===== src/rtl/deadlock_mon_pkg.sv =====
// rtl/deadlock_mon_pkg.sv - shared state encoding and width helper for the AXI-Stream deadlock monitor
package deadlock_mon_pkg;

  typedef enum logic [1:0] {
    WARM    = 2'd0,
    ARMED   = 2'd1,
    COUNT   = 2'd2,
    LATCHED = 2'd3
  } dlm_state_t;

  // Ceiling log2 that never returns less than 1, so vectors never collapse to zero width.
  function automatic int dlm_clog2(input int n);
    int r;
    r = 0;
    for (int i = 0; i < 31; i++) begin
      if ((32'sd1 <<< i) < n) begin
        r = i + 1;
      end
    end
    if (r < 1) begin
      r = 1;
    end
    return r;
  endfunction

endpackage


===== src/rtl/dlm_port_encoder.sv =====
// rtl/dlm_port_encoder.sv - lowest-set-index and popcount of the per-port blocked vector
module dlm_port_encoder
  import deadlock_mon_pkg::*;
#(
  parameter int NUM_AXIS = 2,
  parameter int IDX_W    = dlm_clog2(NUM_AXIS),
  parameter int CNT_W    = dlm_clog2(NUM_AXIS + 1)
) (
  input  logic [NUM_AXIS-1:0] i_vec,
  output logic [IDX_W-1:0]    o_first,
  output logic [CNT_W-1:0]    o_count
);

  // Scan downward so the last hit written is the lowest index.
  always_comb begin
    o_first = '0;
    for (int i = NUM_AXIS - 1; i >= 0; i--) begin
      if (i_vec[i]) begin
        o_first = IDX_W'(i);
      end
    end
  end

  always_comb begin
    o_count = '0;
    for (int i = 0; i < NUM_AXIS; i++) begin
      o_count = o_count + CNT_W'(i_vec[i]);
    end
  end

endmodule


===== src/rtl/axis_deadlock_monitor.sv =====
// rtl/axis_deadlock_monitor.sv - qualifies persistent stream stalls and latches a blocked-port snapshot
module axis_deadlock_monitor
  import deadlock_mon_pkg::*;
#(
  parameter int                NUM_AXIS      = 2,
  parameter int                NUM_INST      = 1,
  parameter logic [NUM_AXIS-1:0] AXIS_IS_INPUT = 2'b01,
  parameter int                WARMUP        = 10,
  parameter int                THRESH        = 2,
  parameter int                STICKY        = 1
) (
  input  logic                                kernel_monitor_clock,
  input  logic                                kernel_monitor_reset,
  input  logic [NUM_AXIS-1:0]                 axis_blk_n,
  input  logic [NUM_INST-1:0]                 inst_idle,
  input  logic [NUM_INST-1:0]                 inst_block,
  output logic                                block,
  output logic                                block_pulse,
  output logic [NUM_AXIS-1:0]                 blocked_snap,
  output logic [dlm_clog2(NUM_AXIS)-1:0]      first_port,
  output logic [dlm_clog2(NUM_AXIS+1)-1:0]    blocked_count,
  output logic [NUM_AXIS-1:0]                 port_is_input
);

  localparam int IDX_W     = dlm_clog2(NUM_AXIS);
  localparam int CNT_W     = dlm_clog2(NUM_AXIS + 1);
  localparam int STL_W     = dlm_clog2(THRESH + 1);
  // The warm-up counter leaves WARM when its incremented value reaches WARMUP-1;
  // tiny WARMUP values collapse to a single ignored edge.
  localparam int WARM_LAST = (WARMUP > 1) ? (WARMUP - 1) : 1;
  localparam int WRM_W     = dlm_clog2(WARM_LAST + 1);

  dlm_state_t        r_state;
  dlm_state_t        w_next_state;
  logic [WRM_W-1:0]  r_warm_cnt;
  logic [WRM_W-1:0]  w_warm_cnt_next;
  logic [STL_W-1:0]  r_stall_cnt;
  logic [STL_W-1:0]  w_stall_cnt_next;
  logic              r_block;
  logic              r_block_pulse;
  logic [NUM_AXIS-1:0] r_snap;
  logic [IDX_W-1:0]  r_first;
  logic [CNT_W-1:0]  r_count;

  logic [NUM_AXIS-1:0] w_axis_block;
  logic              w_stall;
  logic              w_declare;
  logic              w_clear;
  logic [IDX_W-1:0]  w_enc_first;
  logic [CNT_W-1:0]  w_enc_count;

  assign w_axis_block = ~axis_blk_n;
  // A stall needs a blocked port and no instance still doing useful work.
  assign w_stall = (|w_axis_block) & ~(|(~inst_idle & ~inst_block));

  dlm_port_encoder #(
    .NUM_AXIS (NUM_AXIS),
    .IDX_W    (IDX_W),
    .CNT_W    (CNT_W)
  ) u_port_encoder (
    .i_vec   (w_axis_block),
    .o_first (w_enc_first),
    .o_count (w_enc_count)
  );

  always_comb begin
    w_next_state     = r_state;
    w_warm_cnt_next  = r_warm_cnt;
    w_stall_cnt_next = r_stall_cnt;
    w_declare        = 1'b0;
    w_clear          = 1'b0;
    case (r_state)
      WARM: begin
        if (int'(r_warm_cnt) + 1 >= WARM_LAST) begin
          w_next_state    = ARMED;
          w_warm_cnt_next = '0;
        end else begin
          w_warm_cnt_next = r_warm_cnt + WRM_W'(1);
        end
      end
      ARMED: begin
        if (w_stall) begin
          if (THRESH <= 1) begin
            w_declare    = 1'b1;
            w_next_state = LATCHED;
          end else begin
            w_stall_cnt_next = STL_W'(1);
            w_next_state     = COUNT;
          end
        end
      end
      COUNT: begin
        if (w_stall) begin
          if (int'(r_stall_cnt) + 1 >= THRESH) begin
            w_declare        = 1'b1;
            w_stall_cnt_next = '0;
            w_next_state     = LATCHED;
          end else begin
            w_stall_cnt_next = r_stall_cnt + STL_W'(1);
          end
        end else begin
          w_stall_cnt_next = '0;
          w_next_state     = ARMED;
        end
      end
      LATCHED: begin
        if ((STICKY == 0) && !w_stall) begin
          w_clear      = 1'b1;
          w_next_state = ARMED;
        end
      end
      default: begin
        w_next_state = WARM;
      end
    endcase
  end

  always_ff @(posedge kernel_monitor_clock) begin
    if (kernel_monitor_reset) begin
      r_state       <= WARM;
      r_warm_cnt    <= '0;
      r_stall_cnt   <= '0;
      r_block       <= 1'b0;
      r_block_pulse <= 1'b0;
      r_snap        <= '0;
      r_first       <= '0;
      r_count       <= '0;
    end else begin
      r_state       <= w_next_state;
      r_warm_cnt    <= w_warm_cnt_next;
      r_stall_cnt   <= w_stall_cnt_next;
      r_block_pulse <= w_declare;
      if (w_declare) begin
        r_block <= 1'b1;
        r_snap  <= w_axis_block;
        r_first <= w_enc_first;
        r_count <= w_enc_count;
      end else if (w_clear) begin
        r_block <= 1'b0;
      end
    end
  end

  assign block         = r_block;
  assign block_pulse   = r_block_pulse;
  assign blocked_snap  = r_snap;
  assign first_port    = r_first;
  assign blocked_count = r_count;
  assign port_is_input = AXIS_IS_INPUT;

endmodule

===== config.mk =====
export PLATFORM = sky130hd
export DESIGN_NAME = axis_deadlock_monitor
export DESIGN_NICKNAME = d
export VERILOG_FILES = /design/src/rtl/deadlock_mon_pkg.sv /design/src/rtl/dlm_port_encoder.sv /design/src/rtl/axis_deadlock_monitor.sv
export SDC_FILE = /design/constraint.sdc
export NUM_CORES = 1
export LEC_CHECK = 0
export CORE_MARGIN = 1.5
export CORE_UTILIZATION = 55
export DETAILED_ROUTE_END_ITERATION = 8
export GPL_TIMING_DRIVEN = 0
export PLACE_DENSITY = 0.89
export SETUP_SLACK_MARGIN = 0.15
export SYNTH_ARGS = -nofsm -noshare
export SYNTH_HDL_FRONTEND = slang
export SYNTH_HIERARCHICAL = 1
export SYNTH_SLANG_ARGS = --single-unit

===== constraint.sdc =====
create_clock -name kernel_monitor_clock -period 3.1 [get_ports kernel_monitor_clock]
set_input_delay 0.62 -clock kernel_monitor_clock [delete_from_list [all_inputs] [get_ports kernel_monitor_clock]]
set_output_delay 0.62 -clock kernel_monitor_clock [all_outputs]
set_load 0.01 [all_outputs]

==> results of run 1 <==
-- worst max-delay path by stage --
stage | endpoint | slack (ns) | cells after the start
2_1_floorplan | r_state[0] | 1.52 | 6
3_3_place_gp | blocked_count[1] | 1.07 | 5
3_5_place_dp | first_port | 1.02 | 5
4_1_cts | blocked_snap[1] | 1.29 | 1
5_1_grt | blocked_snap[0] | 1.20 | 5
6_report | blocked_snap[0] | 1.30 | 1
-- power by group through the flow --
stage,clock network (µW),registers (µW),logic [µW]
6_report,112,240,210
5_1_grt,121,242,235
4_1_cts,113,239,210
3_5_place_dp,0,244,207
3_3_place_gp,0,242,196
2_1_floorplan,0,239,168
-- registers in the layout (all words and copies together), names as in the netlist --
register	count
r_warm_cnt	4
blocked_count	2
blocked_snap	2
r_stall_cnt	2
r_state	2
block	1
block_pulse	1
first_port	1
-- layer usage --
metal  track usage  wire (µm)  vias to the layer above  share of wire
met5             0          0                        -              0
met1        0.2222        776                      335           0.45
met2        0.3500        820                       23           0.48
met3       0.04082         63                        6          0.037
met4        0.1152         48                        0          0.028
li1              -          -                      372              -
-- cells by family after synthesis --
| family | share of synthesized area |
|---|---|
| AOI/OAI and AO/OA | 0.1550 |
| adders and majority gates | 0.1325 |
| DFF | 0.3179 |
| and+or+nand+nor | 0.2292 |
| other | 0.007950 |
| buffers and inverters | 0.06886 |
| muxes | 0.08874 |
-- per-stage QoR --
step | hold slack (ns) | cell area, µm²
after global routing | 0.5225 | 1102
after CTS | 0.4883 | 1102
after floorplan | 0.4586 | 944.7
after detailed placement | 0.4683 | 1075
final | 0.4766 | 1102
after global placement | 0.4512 | 1075
-- worst register-to-register path, stage by stage, from the launching register on --
cell     delay [ns]
dfxtp_1        0.42
inv_1          0.09
ha_1           0.28
and3b_1        0.23
mux2i_4        0.22
a21oi_2        0.08
a311o_1        0.34
-- synth_stat cells (2+ instances only) --
master and number:
nand2_1 2, o21ai_1 2, dfxtp_1 15, buf_4 2
nand2b_1 4, inv_1 10, mux2i_1 5, conb_1 2
nor2_1 11, and2_1 2, nand3_1 2, a21oi_1 7
a211oi_1 2, ha_1 10
-- area by class of cell --
type	instances	area (µm²)
multi-input combinational	71	579.3
fill	108	456.7
tap	16	20.02
inverter	11	41.29
sequential	15	300.3
clock buffer	3	22.52
timing repair buffer	11	110.1
buffer	4	23.77
clock inverter	1	5.005
==> reports/metrics.csv, run 1 <==
stage,metric,value,unit
run_status,status,completed,
yosys,Synth Net Count,117,
final_layout,share of layout cells above drive strength 1,0.1638,
global_routing,initial antenna violation count,0,
power,Pwr Total,562.2,µW
power,clock network power share,0.200,
detailed_routing,1st-iter DRT viols,12,
setup_path,CP Launch Point,blocked_snap[0],
power,combinational share of power,0.373,
yosys,Mean Syn Cell Area,9.353,µm²
floorplan,Initial Utilization,0.6059,
setup_path,crit path DAT,1.18,ns
clock_tree,CTS tree,yes,
floorplan,Die H,44.45,µm
clock_tree,register clock-pin slew on the reported worst setup and hold paths,0.10,ns
power,switching share of power,0.3594,
yosys,Synth area leader,dfxtp_1,
power,Pint,360.2,µW
final_layout,# diodes,0,
yosys,"Distinct cells, synth",39,
clock_tree,CTS Buf Count,3,
timing,Worst Skew,0.01519,ns
clock_tree,"Clk Latency, worst-skew pair",0.29,ns
floorplan,area of the die,0.001975,mm²
detailed_routing,DRC errors left,0,
setup_path,"slowest stage delay, CP",0.54,ns
place,Placed Instances,128,
setup_path,reg2reg end,r_warm_cnt[3],
setup_path,Worst Path Buf+Inv,1,
clock_tree,H-tree level count,1,
hold_path,hold crit path type,flip-flop to flip-flop,
hold_path,Worst Hold Launch,block,
timing,worst setup margin,1.295,ns
timing,setup TNS,0,ns
detailed_routing,wire length per cell,12.95,µm
yosys,Post-synth EDFFs,0,
place,IO Port Bufs,11,
hold_path,hold endpoint,block,
setup_path,CP top delay family,buffers and inverters,
setup_path,R2R Path Start,r_state[0],
floorplan,# rows,14,
yosys,Post-Syn Area,944.7,µm²
detailed_routing,post-route ant nets,0,
setup_path,Crit Path Class,flip-flop to output pin,
timing,final setup fails,0,
setup_path,r2r setup slk,1.33,ns
final_layout,final design utilization,0.7071,
global_routing,first-pass GRT wire length,2.877,mm
detailed_routing,via count,736,
clock_tree,post-cts sizing count,0,
setup_path,crit path capture type,output pin,
global_routing,Total GRT Usage,0.1998,
yosys,most area-consuming cells after synthesis,"dfxtp_1 32%, ha_1 13%, mux2i_1 5.3%",
flow_run,max-cap viol count,0,
setup_path,crit path cell chain,clkdlybuf4s50_1,
final_layout,Layout area overhead,16.69,%
global_routing,Congestion Overflow GR,0,
detailed_routing,drt total wl,1.709,mm
timing,final hold viol count,0,
final_layout,Finished Layout Cells,132,
clock_tree,setup repair bufs after CTS,0,
final_layout,Layout Nets,133,
power,Flop pwr share,0.427,
power,Pleak,0.0004363,µW
floorplan,io pins,15,
detailed_routing,routed vias/inst,5.576,
setup_path,CP Data Required Time,2.48,ns
setup_path,Setup crit start kind,flip-flop,
clock_tree,CTS Sinks,15,
floorplan,Die X,44.45,µm
yosys,cell count after synthesis,101,
timing,RSZ-0062 raised after global routing,no,
final_layout,"most common cell after layout, fill and taps aside",dfxtp_1,
power,maximum vdd drop,0.3299,mV
setup_path,worst r2r path cells,6,
yosys,Synth top area share,0.3179,
floorplan,Placeable Area,0.001559,mm²
power,P per Cell Area,510.0,mW/mm²
hold_path,hold path cells,2,
global_routing,vias in the first global route,704,
setup_path,slowest cell on the critical path,clkdlybuf4s50_1,
timing,f_max,554.0,MHz
clock_tree,Hold Buf Count CTS,0,
global_routing,largest net degree at the start of global routing,11,
timing,fin. max-slew vios,0,
final_layout,"commonest non-fill, non-tap cells in the layout","15 x dfxtp_1, 11 x nor2_1, 11 x clkdlybuf4s50_1",
timing,final worst-path cycle share,0.5823,
power,P_sw,202.0,µW
clock_tree,clk root buf,clkbuf_4,
yosys,post-synthesis sequential area ratio,0.3179,
yosys,Synth async-reset ratio,0,
yosys,ys flop type,dfxtp_1,
place,Post-DP HPWL,1.276,mm
place,Routability Congestion,0.7560,
timing,Tmin final,1.805,ns
yosys,yosys warns,6,
place,dpl ws,1.020,ns
setup_path,Crit Path Max Fanout,2,
yosys,number of synthesized register bits,15,
clock_tree,CTS Buffer Depth,2,
detailed_routing,Initial DRT Pass Iterations,6,
Power figures use the tool's default switching activity.
==> run 2: changes to the inputs <==
--- a/config.mk
+++ b/config.mk
@@ -6,10 +6,10 @@
 export NUM_CORES = 1
 export LEC_CHECK = 0
 export CORE_MARGIN = 1.5
-export CORE_UTILIZATION = 55
+export CORE_UTILIZATION = 47
 export DETAILED_ROUTE_END_ITERATION = 8
 export GPL_TIMING_DRIVEN = 0
-export PLACE_DENSITY = 0.89
+export PLACE_DENSITY = 0.81
 export SETUP_SLACK_MARGIN = 0.15
 export SYNTH_ARGS = -nofsm -noshare
 export SYNTH_HDL_FRONTEND = slang
==> constraint.sdc (replaced) <==
create_clock -name kernel_monitor_clock -period 1.5 [get_ports kernel_monitor_clock]
set_input_delay 0.3 -clock kernel_monitor_clock [delete_from_list [all_inputs] [get_ports kernel_monitor_clock]]
set_output_delay 0.3 -clock kernel_monitor_clock [all_outputs]
set_load 0.01 [all_outputs]
==> reports/metrics.csv, run 2 (same netlist as run 1, synthesis figures left out) <==
stage,metric,value,unit
final_layout,# diodes,0,
timing,worst setup margin,-0.05164,ns
place,Routability Congestion,0.7678,
detailed_routing,wire length per cell,12.76,µm
clock_tree,H-tree level count,1,
clock_tree,"Clk Latency, worst-skew pair",0.28,ns
final_layout,final design utilization,0.6497,
detailed_routing,drt total wl,1.940,mm
setup_path,Setup crit start kind,flip-flop,
final_layout,Layout Nets,142,
timing,final worst-path cycle share,1.034,
final_layout,FILL cells,164,
power,Pleak,0.0005271,µW
final_layout,share of layout cells above drive strength 1,0.3440,
floorplan,# rows,16,
run_status,status,"finished, violations left",
final_layout,"commonest non-fill, non-tap cells in the layout","11 x nor2_1, 11 x buf_4, 11 x dfxtp_1",
final_layout,"Design Area, Final",0.001249,mm²
detailed_routing,DRC errors left,0,
timing,final setup fails,4,
global_routing,first-pass GRT wire length,3.042,mm
floorplan,Placeable Area,0.001922,mm²
timing,Worst Skew,0.004697,ns
power,P per Cell Area,1093,mW/mm²
global_routing,Congestion Overflow GR,0,
detailed_routing,via count,787,
final_layout,Largest Register,r_warm_cnt,
timing,final hold viol count,0,
final_layout,Layout area overhead,32.19,%
timing,f_max,644.5,MHz
floorplan,Initial Utilization,0.4915,
floorplan,io pins,15,
global_routing,initial antenna violation count,0,
setup_path,crit path capture type,flip-flop,
clock_tree,CTS Buf Count,3,
clock_tree,CTS Sinks,15,
clock_tree,CTS tree,yes,
setup_path,crit path cell chain,inv_2 > ha_4 > and3b_2 > mux2i_4 > and4_4 > mux2i_1,
timing,fin. max-slew vios,0,
setup_path,CP Data Required Time,1.71,ns
flow_run,max-cap viol count,0,
clock_tree,register clock-pin slew on the reported worst setup and hold paths,0.10,ns
clock_tree,CTS Buffer Depth,2,
global_routing,vias in the first global route,692,
timing,setup TNS,-0.1095,ns
place,Placed Instances,139,
timing,RSZ-0062 raised after global routing,yes,
floorplan,Die H,47.83,µm
setup_path,"slowest stage delay, CP",0.37,ns
power,maximum vdd drop,0.8020,mV
floorplan,Die X,47.83,µm
setup_path,Crit Path Max Fanout,5,
place,IO Port Bufs,11,
setup_path,Crit Path Class,flip-flop to flip-flop,
place,"Cell Area, Placed",0.001119,mm²
final_layout,Largest register FFs,4,
floorplan,area of the die,0.002288,mm²
detailed_routing,Initial DRT Pass Iterations,4,
place,Post-DP HPWL,1.367,mm
final_layout,Finished Layout Cells,152,
global_routing,Total GRT Usage,0.1939,
clock_tree,clk root buf,clkbuf_4,
detailed_routing,routed vias/inst,5.178,
setup_path,slowest cell on the critical path,dfxtp_2,
run_status,failing checks,setup timing,
detailed_routing,post-route ant nets,0,
hold_path,hold crit path type,input pin to flip-flop,
global_routing,largest net degree at the start of global routing,11,
timing,Tmin final,1.552,ns
detailed_routing,1st-iter DRT viols,10,
setup_path,crit path DAT,1.76,ns
## run 2: worst paths after layout
| kind | cells after the start | start | endpoint | slack [ns] |
|---|---|---|---|---|
| setup / recovery | 6 | r_state[1] | r_state[1] | -0.05 |
| hold / removal | 2 | kernel_monitor_reset | r_state[0] | 0.30 |
| setup reg to reg | 6 | r_state[1] | r_state[1] | -0.05 |
| hold reg to reg | 2 | block | block | 0.48 |
## run 2: area by class of cell
class	instances	area, µm²	area share
timing repair buffer	20	171.4	0.1373
sequential	15	310.3	0.2485
multi-input combinational	71	638.1	0.5110
clock inverter	1	5.005	0.004008
clock buffer	3	22.52	0.01804
tap	27	33.78	0.02705
buffer	4	23.77	0.01904
inverter	11	43.79	0.03507
## run 2: report_power, final
| group | internal, µW | switching (µW) |
|---|---|---|
| logic | 312 | 295 |
| clock network | 98.7 | 140 |
| registers | 455 | 64.0 |
## run 2: per-stage QoR
stage	hold WS (ns)	setup slack, ns	total power (µW)
2_1_floorplan	0.3956	0.04282	881.4
3_3_place_gp	0.4519	-0.2273	954.0
3_5_place_dp	0.4642	-0.2697	985.4
4_1_cts	0.2909	-0.03488	1330
5_1_grt	0.2889	-0.09990	1456
6_report	0.2954	-0.05164	1365
## run 2: routing by layer
metal / wire length [µm] / track usage
met5: 0 / 0
met4: 46 / 0.1081
met3: 64 / 0.04151
met2: 966 / 0.3040
met1: 863 / 0.2455
## run 2: critical path: cells and delay by family, from the launching register on
kind | cells | cell delay [ns]
and+or+nand+nor | 2 | 0.50
adders and majority gates | 1 | 0.17
DFF | 1 | 0.37
muxes | 2 | 0.39
buffers and inverters | 1 | 0.06
## run 2: what timing repair did
item / CTS / global route
setup endpoints to repair: 17 / 11
cloned: 0 / 0
pin swaps: 8 / 2
setup buffers: 7 / 2
hold buffers: 0 / 0
resized for setup: 17 / 2
==> run 3: changes to the inputs <==
--- a/config.mk
+++ b/config.mk
@@ -11,6 +11,7 @@
 export GPL_TIMING_DRIVEN = 0
 export PLACE_DENSITY = 0.81
 export SETUP_SLACK_MARGIN = 0.15
+export SKIP_CTS_REPAIR_TIMING = 1
 export SYNTH_ARGS = -nofsm -noshare
 export SYNTH_HDL_FRONTEND = slang
 export SYNTH_HIERARCHICAL = 1
==> reports/metrics.csv, run 3 (same netlist as run 1, synthesis figures left out) <==
stage,metric,value,unit
floorplan,Initial Utilization,0.4915,
global_routing,Total GRT Usage,0.1778,
detailed_routing,Initial DRT Pass Iterations,4,
final_layout,Largest register FFs,4,
final_layout,# diodes,0,
setup_path,Crit Path Class,flip-flop to flip-flop,
power,Pleak,0.0006325,µW
run_status,failing checks,setup timing,
setup_path,Setup crit start kind,flip-flop,
final_layout,Layout area overhead,41.59,%
detailed_routing,wire length per cell,13.74,µm
power,P per Cell Area,1038,mW/mm²
timing,f_max,633.3,MHz
timing,final worst-path cycle share,1.053,
timing,fin. max-slew vios,0,
global_routing,Congestion Overflow GR,0,
global_routing,vias in the first global route,661,
place,Post-DP HPWL,1.367,mm
floorplan,Placeable Area,0.001922,mm²
clock_tree,H-tree level count,1,
detailed_routing,drt total wl,2.102,mm
global_routing,first-pass GRT wire length,2.808,mm
setup_path,crit path capture type,flip-flop,
final_layout,"Design Area, Final",0.001338,mm²
timing,WHS,0.3012,ns
floorplan,Die X,47.83,µm
final_layout,Finished Layout Cells,153,
hold_path,hold crit path type,input pin to flip-flop,
clock_tree,CTS Sinks,15,
place,Placed Instances,139,
clock_tree,register clock-pin slew on the reported worst setup and hold paths,0.10,ns
setup_path,crit path DAT,1.76,ns
timing,final hold viol count,0,
power,maximum vdd drop,0.7972,mV
flow_run,max-cap viol count,0,
timing,worst setup margin,-0.07892,ns
timing,RSZ-0062 raised after global routing,yes,
final_layout,share of layout cells above drive strength 1,0.3730,
clock_tree,"Clk Latency, worst-skew pair",0.28,ns
final_layout,FILL cells,139,
floorplan,area of the die,0.002288,mm²
floorplan,# rows,16,
floorplan,Die H,47.83,µm
setup_path,Crit Path Max Fanout,5,
clock_tree,CTS Buf Count,3,
setup_path,CP Data Required Time,1.68,ns
setup_path,worst r2r path cells,6,
setup_path,r2r setup slk,-0.08,ns
timing,final setup fails,5,
floorplan,io pins,15,
detailed_routing,1st-iter DRT viols,10,
detailed_routing,DRC errors left,0,
timing,Tmin final,1.579,ns
clock_tree,CTS Buffer Depth,2,
final_layout,"commonest non-fill, non-tap cells in the layout","11 x nor2_1, 11 x dfxtp_1, 10 x buf_4",
final_layout,Layout Nets,143,
place,Routability Congestion,0.7678,
clock_tree,CTS tree,yes,
hold_path,hold path cells,2,
clock_tree,clk root buf,clkbuf_4,
detailed_routing,post-route ant nets,0,
global_routing,largest net degree at the start of global routing,11,
run_status,status,"finished, violations left",
detailed_routing,routed vias/inst,5.307,
detailed_routing,via count,812,
place,"Cell Area, Placed",0.001119,mm²
place,IO Port Bufs,11,
final_layout,Largest Register,r_warm_cnt,
timing,Worst Skew,0.002156,ns
global_routing,initial antenna violation count,0,
==> run 3: changes by cell type in the layout (fill, tap and decap cells not counted), moves of 2 or more <==
cell / delta
dfxtp_4: +2
dfxtp_2: -2
dlygate4sd2_1: -7
inv_4: +2
inv_2: -2
dlymetal6s2s_1: +6
==> run 3: layer usage <==
| layer | share of wire | routed length (µm) | GRT usage | vias up |
|---|---|---|---|---|
| met5 | 0 | 0 | 0 | - |
| met4 | 0.0086 | 18 | 0.09730 | 0 |
| met3 | 0.029 | 60 | 0.03774 | 2 |
| met2 | 0.51 | 1082 | 0.2853 | 13 |
| met1 | 0.45 | 941 | 0.2205 | 396 |
| li1 | - | - | - | 401 |
==> run 3: path summary, 6_finish.rpt <==
path                        end                 start
setup / recovery  r_warm_cnt[3]            r_state[1]
setup reg to reg  r_warm_cnt[3]            r_state[1]
hold reg to reg           block                 block
hold / removal       r_state[0]  kernel_monitor_reset
==> run 3: final cells by class <==
cell class              count  area, µm²  share of cell area
clock inverters             1      5.005            0.003742
multi-input cells          71      669.4              0.5005
clock buffers               3      22.52             0.01684
well taps                  27      33.78             0.02526
inverters                  11      48.80             0.03648
flip-flops and latches     15      315.3              0.2357
plain buffers               4      23.77             0.01777
repair buffers             21      219.0              0.1637
==> run 3: critical path, cell delays in order, from the launching register on <==
cell and delay, ns:
dfxtp_4 0.38, inv_2 0.06, ha_4 0.17, and3b_2 0.22, mux2i_4 0.23, a21oi_1 0.11, a311o_1 0.31
==> run 3: power breakdown <==
| group | total [µW] | internal, µW | switching, µW |
|---|---|---|---|
| Sequential | 535 | 457 | 78.0 |
| Clock | 238 | 98.7 | 140 |
| Combinational | 614 | 319 | 296 |
| Total | 1390 | 875 | 513 |
==> run 3: metrics by stage <==
stage | total power (µW) | TNS [ns] | worst slack (ns) | utilization
after floorplan | 881.4 | 0 | 0.04282 | -
final | 1388 | -0.2172 | -0.07892 | 0.6960
after global placement | 954.0 | -1.486 | -0.2273 | 0.5820
after CTS | 1222 | -0.7607 | -0.1347 | 0.5964
after global routing | 1482 | -0.6073 | -0.1050 | 0.6960
after detailed placement | 985.4 | -1.868 | -0.2697 | 0.5820
